[src/rtl/dpram_pkg.sv]
// rtl/dpram_pkg.sv - shared types, latency bounds and byte-lane merge for dpram_sc_init
package dpram_pkg;

  typedef enum logic {ST_INIT, ST_READY} dpram_state_e;

  localparam int RdLatencyMin = 1;
  localparam int RdLatencyMax = 2;

  // Widest word be_merge handles; callers zero-extend into it and cast the result back down.
  localparam int MergeMaxW = 256;

  function automatic logic [MergeMaxW-1:0] be_merge(
    input logic [MergeMaxW-1:0] old_word,
    input logic [MergeMaxW-1:0] new_word,
    input logic [MergeMaxW-1:0] be,
    input int                   byte_w
  );
    logic [MergeMaxW-1:0] merged;
    logic [7:0]           lane;
    merged = old_word;
    for (int i = 0; i < MergeMaxW; i++) begin
      lane = 8'(i / byte_w);
      if (be[lane]) merged[i] = new_word[i];
    end
    return merged;
  endfunction

endpackage

[src/rtl/dpram_init_ctrl.sv]
// rtl/dpram_init_ctrl.sv - post-reset zero-fill sequencer for dpram_sc_init
module dpram_init_ctrl
  import dpram_pkg::*;
#(
  parameter int Depth       = 8,
  parameter bit InitOnReset = 1'b1,
  parameter int PtrWidth    = $clog2(Depth)
) (
  input  logic                clk_wr,
  input  logic                rst_sync_n,
  output logic                init_we,
  output logic [PtrWidth-1:0] init_addr,
  output logic                init_done
);

  localparam logic [PtrWidth-1:0] LastAddr   = PtrWidth'(Depth - 1);
  localparam dpram_state_e        ResetState = InitOnReset ? ST_INIT : ST_READY;

  dpram_state_e        state_q, state_d;
  logic [PtrWidth-1:0] init_cnt_q, init_cnt_d;
  logic                init_done_q;

  always_ff @(posedge clk_wr or negedge rst_sync_n) begin
    if (!rst_sync_n) begin
      state_q     <= ResetState;
      init_cnt_q  <= '0;
      init_done_q <= !InitOnReset;
    end else begin
      state_q     <= state_d;
      init_cnt_q  <= init_cnt_d;
      init_done_q <= (state_d == ST_READY);
    end
  end

  always_comb begin
    state_d    = state_q;
    init_cnt_d = init_cnt_q;
    init_we    = 1'b0;
    case (state_q)
      ST_INIT: begin
        init_we = 1'b1;
        if (init_cnt_q == LastAddr) begin
          state_d = ST_READY;
        end else begin
          init_cnt_d = init_cnt_q + PtrWidth'(1);
        end
      end
      ST_READY: begin
        state_d = ST_READY;
      end
      default: begin
        state_d = ST_READY;
      end
    endcase
  end

  assign init_addr = init_cnt_q;
  assign init_done = init_done_q;

endmodule

[src/rtl/dpram_sc_init.sv]
// rtl/dpram_sc_init.sv - single-clock dual-port RAM with byte enables, 1/2-cycle reads and zero-fill init
module dpram_sc_init
  import dpram_pkg::*;
#(
  parameter int   Depth       = 8,
  parameter int   Width       = 32,
  parameter int   ByteW       = 8,
  parameter int   RdLatency   = 1,
  parameter bit   WriteFirst  = 1'b1,
  parameter bit   InitOnReset = 1'b1,
  localparam int  NBytes      = Width / ByteW,
  localparam int  PtrWidth    = $clog2(Depth)
) (
  input  logic                clk_wr,
  input  logic                rst_sync_n,
  input  logic                i_wr_en,
  input  logic                i_wr_full,
  input  logic [PtrWidth-1:0] i_wr_ptr,
  input  logic [NBytes-1:0]   i_wr_be,
  input  logic [Width-1:0]    i_wr_data,
  input  logic                i_rd_en,
  input  logic                i_rd_empty,
  input  logic [PtrWidth-1:0] i_rd_ptr,
  output logic [Width-1:0]    o_rd_data,
  output logic                o_rd_valid,
  output logic                o_init_done
);

  if (Width % ByteW != 0) begin : g_bad_width
    $error("dpram_sc_init: Width must be a multiple of ByteW");
  end
  if (Depth < 2) begin : g_bad_depth
    $error("dpram_sc_init: Depth must be at least 2");
  end
  if (RdLatency < RdLatencyMin || RdLatency > RdLatencyMax) begin : g_bad_latency
    $error("dpram_sc_init: RdLatency must be 1 or 2");
  end
  if (Width > MergeMaxW) begin : g_bad_merge
    $error("dpram_sc_init: Width exceeds the byte-merge helper");
  end

  logic [Width-1:0] mem [Depth];

  logic                init_we;
  logic [PtrWidth-1:0] init_addr;
  logic                init_done;

  dpram_init_ctrl #(
    .Depth       (Depth),
    .InitOnReset (InitOnReset),
    .PtrWidth    (PtrWidth)
  ) u_init_ctrl (
    .clk_wr     (clk_wr),
    .rst_sync_n (rst_sync_n),
    .init_we    (init_we),
    .init_addr  (init_addr),
    .init_done  (init_done)
  );

  logic                wr_fire;
  logic                rd_fire;
  logic                same_addr;
  logic [Width-1:0]    wr_merged;
  logic [Width-1:0]    rd_word;
  logic                mem_we;
  logic [PtrWidth-1:0] mem_addr;
  logic [Width-1:0]    mem_wdata;

  assign wr_fire   = init_done & i_wr_en & ~i_wr_full;
  assign rd_fire   = init_done & i_rd_en & ~i_rd_empty;
  assign same_addr = wr_fire & rd_fire & (i_wr_ptr == i_rd_ptr);

  // The merged word doubles as the write-first bypass, so a colliding read sees exactly what lands in the array.
  assign wr_merged = Width'(be_merge(MergeMaxW'(mem[i_wr_ptr]), MergeMaxW'(i_wr_data),
                                     MergeMaxW'(i_wr_be), ByteW));

  always_comb begin
    mem_we    = wr_fire;
    mem_addr  = i_wr_ptr;
    mem_wdata = wr_merged;
    if (init_we) begin
      mem_we    = 1'b1;
      mem_addr  = init_addr;
      mem_wdata = '0;
    end
  end

  always_ff @(posedge clk_wr) begin
    if (mem_we) begin
      mem[mem_addr] <= mem_wdata;
    end
  end

  assign rd_word = (WriteFirst && same_addr) ? wr_merged : mem[i_rd_ptr];

  logic             s1_valid;
  logic [Width-1:0] s1_data;

  always_ff @(posedge clk_wr or negedge rst_sync_n) begin
    if (!rst_sync_n) begin
      s1_valid <= 1'b0;
      s1_data  <= '0;
    end else begin
      s1_valid <= rd_fire;
      if (rd_fire) begin
        s1_data <= rd_word;
      end
    end
  end

  if (RdLatency == RdLatencyMin) begin : g_lat1
    assign o_rd_data  = s1_data;
    assign o_rd_valid = s1_valid;
  end else begin : g_lat2
    logic             s2_valid;
    logic [Width-1:0] s2_data;

    always_ff @(posedge clk_wr or negedge rst_sync_n) begin
      if (!rst_sync_n) begin
        s2_valid <= 1'b0;
        s2_data  <= '0;
      end else begin
        s2_valid <= s1_valid;
        if (s1_valid) begin
          s2_data <= s1_data;
        end
      end
    end

    assign o_rd_data  = s2_data;
    assign o_rd_valid = s2_valid;
  end

  assign o_init_done = init_done;

endmodule

[config.mk]
export PLATFORM = sky130hd
export DESIGN_NAME = dpram_sc_init
export DESIGN_NICKNAME = d
export VERILOG_FILES = /design/src/rtl/dpram_pkg.sv /design/src/rtl/dpram_init_ctrl.sv /design/src/rtl/dpram_sc_init.sv
export SDC_FILE = /design/constraint.sdc
export NUM_CORES = 1
export LEC_CHECK = 0
export ABC_AREA = 1
export CORE_MARGIN = 4
export CORE_UTILIZATION = 57
export DETAILED_ROUTE_END_ITERATION = 12
export HOLD_SLACK_MARGIN = 0.05
export PLACE_DENSITY = 0.85
export SLEW_MARGIN = 10
export SYNTH_ARGS = -nofsm -noshare
export SYNTH_HDL_FRONTEND = slang
export SYNTH_SLANG_ARGS = --single-unit
[constraint.sdc]
create_clock -name clk_wr -period 7.4 [get_ports clk_wr]
set_clock_uncertainty 0.15 [all_clocks]
set_input_delay 1.48 -clock clk_wr [delete_from_list [all_inputs] [get_ports clk_wr]]
set_output_delay 1.48 -clock clk_wr [all_outputs]
set_load 0.03 [all_outputs]
==> summary.md <==
| Metric | Value |
|---|---|
| DR pass1 iterations | `6` |
| Pin count of the biggest net entering global routing | `109` |
| Crit path DAT | `about 4900 ps` |
| Critical path class | `input pin to register` |
| Antenna violations before repair | `0` |
| Pwr dens | `224 nW/um2` |
| DRT Wirelength | `42900 um` |
| Hold WS | `330 ps` |
| Req. time, crit path | `7760 ps` |
| Synth Area per Inst | `7.92 um2` |
| Die Width | `174 um` |
| Vias | `about 14000` |
| Crit path to | `o_rd_data[8]` |
| Yosys reg bits | `293` |
| Routed metal-1 wire length | `between 15000 and 20000 um` |
| Die extent in y | `between 150 and 200 um` |
| Syn nets | `between 2000 and 2500` |
| H-tree levels | `1` |
| CTS tree | `done` |
| Resize count post-CTS | `0` |
| Normalized max-slew margin | `12.8%` |
| Area of the multi-input gates | `5430 um2` |
| Final Util | `64.8%` |
| Reg2reg end | `mem[1][18]` |
| Starting DRT DRC Count | `around 1700` |
| I/O pin total | `82` |
| Reg2reg setup slack | `between 4000 and 5000 ps` |
| Worst r2r path cells | `5` |
| Final Max Slew Viols | `0` |
| Top Metal Used | `met4` |
| TritonCTS buffer count | `30` |
| Vias in the first global route | `between 10000 and 15000` |
| Endpoint class of the critical path | `register` |
| Final setup TNS | `0 ps` |
| Initial Util | `approximately three fifths` |
| Metal2 WL | `20500 um` |
| RePlAce Congestion | `0.816` |
| Clk Latency, worst-skew pair | `about 570 ps` |
| Post-place instance area | `approximately 17000 um2` |
| LEAKAGE | `roughly 8.1 nW` |
| Clock slew at reported path FFs | `approximately 60 ps` |
| Met3 Routed Length | `4780 um` |
| Post-detail-place hpwl | `23000 um` |
| Placed instance count | `2306` |
| Yosys Warn Count | `0` |
| F_max | `223 MHz` |
| Peak VDD IR | `0.000173 V` |
| DRC Markers | `0` |
| All-Layer GR Usage | `27.5%` |
| Die area | `30300 um2` |
| Tcrit/Tclk final | `60.7%` |
| Clock Sinks | `293` |
| CTS root buffer | `clkbuf_16` |
| Nets | `around 2000` |
| Post-synthesis cell type count | `20` |
| Synthesis-to-layout area growth | `11.2%` |
| Max Cap Violations | `0` |
| Commonest non-fill, non-tap cell in the layout | `nand2_1` |
| Final non-filler cell total | `2362` |
| Fraction of the yosys area taken by sequential cells | `54.7%` |
| Antenna-violating nets left | `0` |
| N_diodes | `0` |
| Worst setup path startpoint | `i_wr_ptr[1]` |
| Worst Hold Launch | `o_rd_data[22]` |
| RSZ-0062 raised after global routing | `no` |
| Setup bufs post-CTS | `0` |
| Period minus WS final | `4490 ps` |
| Cts hold-fix bufs | `0` |
| Core region area | `27000 um2` |
| Gr ovfl total | `0` |
| Rows | `60` |
| Fill count | `2094` |
| Drt wl/cell | `18.2 um` |
| Clk buf depth | `3` |
| Most frequent cells in the layout | `nand2_1 (730), nand3_1 (421), inv_1 (301)` |
| Synth Instances | `1988` |
| Sequential Area | `around 8600 um2` |
| Final setup viols | `0` |
| Layout cell share with drive strength beyond 1 | `between 4 and 5%` |
| Synth Cell Area | `15700 um2` |
| Status | `completed` |
| Worst-Margin Slew | `1310 ps` |
| Final Instance Area | `17500 um2` |
| Crit Reg-Reg Startpoint | `u_init_ctrl.state_q` |
| First-pass GRT wire length | `67700 um` |
| Min-Delay Path Class | `register to register` |
| IO buf count | `81` |
| Final-report hold violation count | `0` |
| Launching element type of the critical path | `input pin` |
| Worst-path fanout max | `34` |
| Via-to-Cell Ratio | `5.82` |
-- routing by layer --
metal | vias up | track usage, %
li1 | 6315 | -
met3 | 193 | 3.41
met5 | - | 0
met2 | 960 | 46.8
met1 | 6271 | 34.5
met4 | 0 | 14.6
-- registers in the layout, indices dropped and copies added, names as in the netlist --
name,cells
o_rd_data,32
o_rd_valid,1
u_init_ctrl.init_addr,3
mem,256
u_init_ctrl.state_q,1
-- critical path, cell delays in order --
cell and delay, ps:
clkdlybuf4s50_1 460, buf_4 460, inv_2 500, nand2_1 200, nand3_1 90, nand2_1 80, nor2_2 50, nand2_4 390
clkinv_2 690, nand2_1 260, nand2_1 80, nand2_1 60
-- through the flow --
stage,worst slack (ps),power (mW)
CTS,3020,3.92
global route,2840,4.05
finish,2910,3.92
detailed placement,2440,2.43
global placement,2570,2.41
floorplan,3510,2.24
-- Yosys cell counts, drive strengths merged --
cell type,n,area share [%]
a21oi,32,1.0
inv,308,7.3
clkbuf,14,0.33
edfxtp,256,49
nor2,77,1.9
nand2,731,17
buf,104,3.5
ha,2,0.16
dfrtp,37,5.9
clkinv,1,0.032
nand3,421,13
o21ai,5,0.18
-- cell families after synthesis --
kind of cell               share of synthesized area [%]
AOI/OAI and AO/OA                                   1.20
DFF                                                 54.7
and+or+nand+nor                                     32.7
buffers and inverters                               11.2
adders and majority gates                          0.159
-- how the worst min path moves through the flow --
stage,slack (ps),depth (start not counted),endpoint
global placement,320,2,o_rd_data[24]
detailed placement,320,2,o_rd_data[0]
global route,350,2,o_rd_data[21]
CTS,340,2,o_rd_data[22]
floorplan,330,2,u_init_ctrl.init_addr[0]
finish,330,2,o_rd_data[22]
-- report_power, final --
| part | leakage (nW) | internal [mW] | switching (mW) |
|---|---|---|---|
| Sequential | 2.74 | 1.87 | 0.0249 |
| Combinational | 4.85 | 0.161 | 0.352 |
| Clock | 0.484 | 0.869 | 0.648 |
| Total | 8.07 | 2.90 | 1.03 |
-- area by class of cell --
cell class	instances	area share (%)
sequential	293	49.2
multi-input combinational	1268	31.0
inverter	309	6.65
timing repair buffer	95	5.12
clock buffer	36	4.53
tap	341	2.44
clock inverter	20	1.08
Note: power is estimated with default switching activity, not from simulation.
